==> src/rtl/macro_board_evaluator.sv <==
// macro_board_evaluator
// Scans the nine used macro cells out of the board-state RAM and decides the
// overall game outcome: ongoing, player 1 win, player 2 win or draw. Also
// flags a board on which both players own a complete line.
//
// Handshake: start is a request that is only looked at while idle (busy=0);
// requests seen while busy are dropped, not queued. done is a one-cycle
// pulse in the last busy cycle. result/win_line/conflict are valid from
// that cycle on and hold until the next evaluation or reset.
module macro_board_evaluator #(
    parameter logic [3:0] ADDR_BASE = 4'd1,
    parameter logic [3:0] IDLE_ADDR = 4'd0
) (
    input  logic       clk,
    input  logic       reset_n,
    input  logic       start,
    output logic [3:0] mem_addr,
    input  logic [1:0] mem_q,
    output logic       busy,
    output logic       done,
    output logic [1:0] result,
    output logic [2:0] win_line,
    output logic       conflict,
    output logic [1:0] dbg_state
);

    localparam logic [1:0] S_IDLE = 2'd0;
    localparam logic [1:0] S_READ = 2'd1;
    localparam logic [1:0] S_EVAL = 2'd2;
    localparam logic [1:0] S_DONE = 2'd3;

    localparam logic [1:0] P1 = 2'b01;
    localparam logic [1:0] P2 = 2'b10;

    logic [1:0] r_state;
    logic [3:0] r_idx;
    logic [1:0] r_cell [1:9];
    logic [1:0] r_result;
    logic [2:0] r_win_line;
    logic       r_conflict;

    logic [5:0] w_line [8];
    logic [7:0] w_p1_own;
    logic [7:0] w_p2_own;
    logic [2:0] w_p1_line;
    logic [2:0] w_p2_line;
    logic       w_full;
    logic [1:0] w_result;
    logic [2:0] w_win_line;
    logic       w_conflict;

    // Three cells of each line, indexed by line number.
    assign w_line[0] = {r_cell[1], r_cell[2], r_cell[3]};
    assign w_line[1] = {r_cell[4], r_cell[5], r_cell[6]};
    assign w_line[2] = {r_cell[7], r_cell[8], r_cell[9]};
    assign w_line[3] = {r_cell[1], r_cell[4], r_cell[7]};
    assign w_line[4] = {r_cell[2], r_cell[5], r_cell[8]};
    assign w_line[5] = {r_cell[3], r_cell[6], r_cell[9]};
    assign w_line[6] = {r_cell[1], r_cell[5], r_cell[9]};
    assign w_line[7] = {r_cell[3], r_cell[5], r_cell[7]};

    // Address is only non-idle while a cell read is actually being issued (idx 1..9).
    assign mem_addr  = (r_state == S_READ && r_idx <= 4'd9) ? (ADDR_BASE + r_idx - 4'd1) : IDLE_ADDR;
    assign busy      = (r_state != S_IDLE);
    assign done      = (r_state == S_DONE);
    assign result    = r_result;
    assign win_line  = r_win_line;
    assign conflict  = r_conflict;
    assign dbg_state = r_state;

    // Line ownership, lowest owned line per player, board-full detection and outcome priority.
    always_comb begin
        w_p1_own  = 8'd0;
        w_p2_own  = 8'd0;
        w_p1_line = 3'd0;
        w_p2_line = 3'd0;
        w_full    = 1'b1;
        for (int l = 0; l < 8; l++) begin
            w_p1_own[l] = (w_line[l] == {P1, P1, P1});
            w_p2_own[l] = (w_line[l] == {P2, P2, P2});
        end
        for (int l = 7; l >= 0; l--) begin
            if (w_p1_own[l]) w_p1_line = 3'(l);
            if (w_p2_own[l]) w_p2_line = 3'(l);
        end
        for (int k = 1; k <= 9; k++) begin
            if (r_cell[k] == 2'b00) w_full = 1'b0;
        end
        w_conflict = (|w_p1_own) && (|w_p2_own);
        if (|w_p1_own) begin
            w_result   = P1;
            w_win_line = w_p1_line;
        end else if (|w_p2_own) begin
            w_result   = P2;
            w_win_line = w_p2_line;
        end else if (w_full) begin
            w_result   = 2'b11;
            w_win_line = 3'd0;
        end else begin
            w_result   = 2'b00;
            w_win_line = 3'd0;
        end
    end

    // Scan sequencer: read data lags the address by one cycle, so cell idx-1 is captured while idx is presented.
    always_ff @(posedge clk or negedge reset_n) begin
        if (!reset_n) begin
            r_state <= S_IDLE;
            r_idx   <= 4'd0;
            for (int k = 1; k <= 9; k++) r_cell[k] <= 2'b00;
        end else begin
            case (r_state)
                S_IDLE: begin
                    if (start) begin
                        r_state <= S_READ;
                        r_idx   <= 4'd1;
                    end
                end
                S_READ: begin
                    for (int k = 1; k <= 9; k++) begin
                        if (r_idx == 4'(k + 1)) r_cell[k] <= mem_q;
                    end
                    if (r_idx == 4'd10) begin
                        r_state <= S_EVAL;
                        r_idx   <= 4'd0;
                    end else begin
                        r_idx <= r_idx + 4'd1;
                    end
                end
                S_EVAL:  r_state <= S_DONE;
                default: r_state <= S_IDLE;
            endcase
        end
    end

    // Outcome registers load once per scan, at the end of EVAL, and hold otherwise.
    always_ff @(posedge clk or negedge reset_n) begin
        if (!reset_n) begin
            r_result   <= 2'b00;
            r_win_line <= 3'd0;
            r_conflict <= 1'b0;
        end else if (r_state == S_EVAL) begin
            r_result   <= w_result;
            r_win_line <= w_win_line;
            r_conflict <= w_conflict;
        end
    end

endmodule

==> config.mk <==
export PLATFORM = sky130hd
export DESIGN_NAME = macro_board_evaluator
export DESIGN_NICKNAME = d
export VERILOG_FILES = /design/src/rtl/macro_board_evaluator.sv
export SDC_FILE = /design/constraint.sdc
export NUM_CORES = 1
export LEC_CHECK = 0
export ABC_CLOCK_PERIOD_IN_PS = 2000
export BUFFER_PORTS_ARGS = -buffer_cell sky130_fd_sc_hd__buf_2
export CAP_MARGIN = 20
export CORE_ASPECT_RATIO = 1.2
export CORE_UTILIZATION = 53
export CTS_CLUSTER_SIZE = 24
export DETAILED_ROUTE_END_ITERATION = 8
export PLACE_DENSITY = 0.82
export SLEW_MARGIN = 20
export SYNTH_ARGS = -nofsm -noshare
export SYNTH_HDL_FRONTEND = slang
export SYNTH_SLANG_ARGS = --single-unit
==> constraint.sdc <==
create_clock -name clk -period 2 [get_ports clk]
set_input_delay 0.4 -clock clk [delete_from_list [all_inputs] [get_ports clk]]
set_output_delay 0.4 -clock clk [all_outputs]
set_load 0.005 [all_outputs]
Yosys cells after proc, flatten, opt, wreduce, memory -nomap -nowiden
Index checks and enable logic that the tools add are counted.
- output and inout bits: 14
- input bits: 5
- word-level logic and storage cells: 111
- register bits after elaboration: 30
- reductions and logical operators: 27
- equal/unequal tests: 30
- $lt $le $gt $ge: 1
- multiplexer cells: 37
- add/subtract/negate cells: 2
- operators with widths (cell ; count):
    $mux W3 ; 18
    $eq A6 B5 Y1 const B ; 8
    $eq A6 B6 Y1 const B ; 8
    $reduce_and A2 Y1 ; 11
    $logic_not A2 Y1 ; 10
    $eq A4 B3 Y1 const B ; 4
    $reduce_or A8 Y1 ; 2
    $eq A4 B4 Y1 const B ; 3
    $mux W4 ; 3
    $mux W2 ; 5
    $mux W1 ; 9
    $eq A4 B2 Y1 const B ; 2
    $pmux W4 S2 ; 1
    $pmux W2 S3 ; 1
    $add A4 B1 Y4 const B ; 1
    $eq A2 B2 Y1 const B ; 2
    $le A4 B4 Y1 const B ; 1
    $reduce_bool A2 Y1 ; 2
    $sub A4 B1 Y4 const B ; 1
    $eq A2 B1 Y1 const B ; 1
    $logic_and A1 B1 Y1 ; 2
    $ne A2 B1 Y1 const B ; 1
    $ne A2 B2 Y1 const B ; 1

Logic depth before layout (Yosys ltp)
- word-level depth: 13
- mapped depth: 7
- mapped depth without buffers: 7

Worst setup path before layout
Ideal clock, no wire load.
- kind: register -> output
- start point: reg r_idx[0]
- end point: out mem_addr[3]
- buffers on the path: 0
- stages on the path, launching flop included: 7
- required time: 1.600 ns
- arrival: 1.378 ns
- slack: 0.222 ns
- cell sequence: dfrtp_1 > inv_1 > ha_1 > o21ai_0 > nand2_1 > xor2_1 > nor2_1
- cells in the longest elaborated chain, start to end: 3
- elaborated cells between the ends (all ways): 5
- those cells by class: add/sub: 2; order compare: 1; mux: 1; reduce/logical: 1
- ends and longest elaborated chain (item ; RTL line ; text):
    start, declared ; 36 ; logic [3:0] r_idx;
    start signal, assigned ; 127 ; r_idx <= r_idx + 4'd1;
    $add A4 B1 Y4 or $le A4 B4 Y1 (tied branches) ; 63 ; assign mem_addr = (r_state == S_READ && r_idx <= 4'd9) ? (ADDR_BASE + r_idx - 4'd1) : IDLE_ADDR;
    $sub A4 B1 Y4 or $logic_and A1 B1 Y1 (tied branches) ; 63 ;
    $mux W4 (*) ; 63 ;
    end, declared ; 17 ; output logic [3:0] mem_addr,
Every way passes the cells marked *; elsewhere a longest branch is shown, timed or not.

Final worst setup path
- start point: reg r_idx[0]
- end point: out mem_addr[0]
Same word-level chain as after synthesis.

==> summary.txt <==
Hold path
  – Hold Crit Class: in2async

Placement
  – Placed cell count: ~260
  – Port bufs: 18
  – RD Place Congestion: 0.850
  – Dpl ws: slightly below 0.05 ns
  – DP Wirelength: 2.95 mm

Worst setup path
  – CP required: about 1.6 ns
  – Crit-path max cell delay: 0.44 ns
  – Reg2reg setup slack: 0.25 ns
  – Reg2reg start: dbg_state[1]
  – Critical path arrival: 1.61 ns
  – Critical Path Slowest Stage Cell: dfrtp_2
  – Most frequent cell on the critical path: nor2_1
  – Crit start category: register
  – CP cell instances: inv_2 -> buf_6 -> ha_1 -> nor2_1 -> o21ai_1 -> nand2_2 -> nor2_1 -> buf_2
  – Crit path capture type: primary output
  – Buf/Inv on CP: 3
  – Crit-path max FO: 5
  – Cell family with most CP delay: flip-flops
  – Crit path kind: reg2out
  – Worst R2R Path Depth: 7
  – FF-to-FF End: r_idx[3]

Logic synthesis
  – Syn nets: 213
  – Synth warnings: 0
  – Synth cell types: between 40 and 50
  – Synth top area share: between 30% and 40%
  – Avg Cell Area, Syn: 9.78 µm²
  – Synth area leader: dfrtp_1
  – Mapped Area: just under 2000 µm²
  – Sequential area share after synthesis: between 30% and 40%
  – Top_reg_cell synth: dfrtp_1
  – Post-synth EDFFs: 0
  – Async S/R FF share, synth: 100%
  – Syn Inst Count: 198
  – Ranking of synthesized cells by area: dfrtp_1 39%, mux2_2 10%, ha_1 6.5%
  – Most frequent cell after synthesis: dfrtp_1
  – Yosys reg bits: 30
  – Synth top cells by count: 30 x dfrtp_1, 18 x mux2_2, 16 x nand2_1, 16 x nor2b_1, 12 x nand3_1

Clock tree
  – Clock Latency Late Sink: between 0.2 and 0.3 ns
  – Root Buffer: clkbuf_8
  – CTS tree: yes
  – Clock buffer count from CTS: 5
  – Max clock buf depth: 2
  – CTS H-tree lvls: 2
  – Clk sinks: 30
  – Clock slew at reported path FFs: 0.07 ns

STA
  – Max-slew violations: 0
  – Fin crit share: 100%
  – RSZ-0062 raised after global routing: true
  – Worst Skew: between 0.01 and 0.015 ns
  – FMAX: ~500 MHz
  – Final min period: between 2 and 2.5 ns
  – Final setup margin: -0.00896 ns
  – Setup TNS: -0.00896 ns
  – Setup violators final: 1
  – Final hold viol count: 0
  – Slew Limit Headroom: a little under three fifths
  – Actual slew at the worst max-slew pin: between 0.6 and 0.7 ns

Cells and area
  – Core Util, Final: about two thirds
  – Layout Nets: 245
  – # fillers: 276
  – Layout cells sized above 1: ~29%
  – Post-route insts no fill: around 270
  – # diodes: 0
  – P&R area growth vs syn: 15.5%

GRT
  – Total track usage: a little under a quarter
  – Largest net degree at the start of global routing: 31
  – Initial antenna violation count: 0
  – Grt ovf: 0
  – Vias in the first global route: around 1400
  – First-pass GRT wire length: ~6.5 mm

Floorplanning
  – Initial Util: 56.5%
  – Std cell rows: 23
  – Die width: roughly 57 µm
  – Die Area: just under 4000 µm²
  – Core ar.: around 3400 µm²
  – I/O pin cnt: 19
  – Die Y: 68.2 µm

Route
  – Drt pass-1 iters: 7
  – DR vias: between 1500 and 2000
  – DRC: 4
  – WL final: 4.06 mm
  – Post-route ant nets: 0
  – Initial drt markers: 85
  – Routed WL per cell: 15.2 µm
  – DR vias/cell: ~5.7

Pwr
  – Pwr per Cell Area: roughly 1500 nW/µm²
  – Peak VDD IR: 758 µV
  – Pleak: between 1 and 1.5 nW

Outcome
  – Outcome: finished, violations left
  – Violations in the final reports: DRC, setup timing

Run
  – Max-cap check violation count: 0
## routing by layer
metal  vias up  track usage, %  part of all wire [%]
met3         6            6.62                   3.3
met4         0            10.1                   1.5
met2        29            39.3                    50
met5         -               0                     0
met1       717            26.1                    45
li1        777               -                     -
## final cells by class
type | instances | area (µm²) | share of cell area (%)
multi-input cells | 155 | 1150 | 51.3
clock buffers | 7 | 76.3 | 3.41
repair buffers | 28 | 173 | 7.72
flip-flops and latches | 30 | 753 | 33.7
well taps | 37 | 46.3 | 2.07
inverters | 10 | 40.0 | 1.79
## cells in the final DEF, fill, tap and decap left out, types with 3 or more instances in the layout
cell type / n
and3_1: 3
a21oi_1: 5
nand2b_1: 4
ha_1: 7
mux2_2: 18
o21ai_0: 5
nand2_1: 15
nor2b_1: 16
dfrtp_1: 28
nand3_2: 3
buf_4: 8
clkbuf_8: 5
xnor2_1: 3
nand3_1: 12
o21ai_1: 8
nor3b_1: 3
nor2_1: 9
inv_1: 8
buf_2: 18
## cells by family after synthesis
logic type	Yosys count	synth area share, %
AO/OA/AOI/OAI	37	12.4
AND/OR/NAND/NOR	84	26.1
XOR/XNOR	5	2.26
flip-flops	30	38.8
adder cells (fa/ha/maj)	10	6.46
multiplexers	19	11.0
buffers and inverters	13	2.97
## worst max path at each step
| stage | start | slack, ns | cells past startpoint | endpoint |
|---|---|---|---|---|
| 5_1_grt | r_idx[1] | -0.1 | 8 | mem_addr[3] |
| 4_1_cts | r_idx[1] | 0.007 | 8 | mem_addr[3] |
| 6_report | r_idx[0] | -0.009 | 8 | mem_addr[0] |
| 3_3_place_gp | r_idx[1] | 0.16 | 7 | mem_addr[3] |
| 2_1_floorplan | r_idx[0] | 0.22 | 6 | mem_addr[3] |
| 3_5_place_dp | r_idx[0] | 0.05 | 8 | r_idx[3] |
## registers in the layout, summed over array words and instances (netlist names)
name,cells
r_idx,4
result,2
win_line,3
r_cell,18
dbg_state,2
conflict,1
## timing repair
item | in CTS | in global routing
gates resized for setup | 10 | 4
hold buffers | 0 | 0
pin swaps | 1 | 2
buffers inserted | 3 | 2
setup endpoints to repair | 4 | 7
## worst register-to-register path: cells and delay by family, from the launching register on
kind,cells,cell delay (ns)
adder cells (fa/ha/maj),1,0.31
AO/OA/AOI/OAI,4,0.69
flip-flops,1,0.41
buffers and inverters,1,0.10
AND/OR/NAND/NOR,1,0.15
## stage by stage
stage          cell area [µm²]  total power [mW]  hold WS (ns)
2_1_floorplan             1940              2.25         0.104
3_3_place_gp              2090              2.66         0.463
3_5_place_dp              2090              2.71         0.466
4_1_cts                   2210              3.26         0.165
5_1_grt                   2240              3.56         0.198
6_report                  2240              3.29         0.143
## power breakdown
part / total, mW / switching [mW] / internal [mW]
logic: 1.67 / 0.824 / 0.848
registers: 1.16 / 0.283 / 0.877
clock network: 0.461 / 0.222 / 0.239
total: 3.29 / 1.33 / 1.96
No activity file was read; power rests on OpenSTA's default activity.
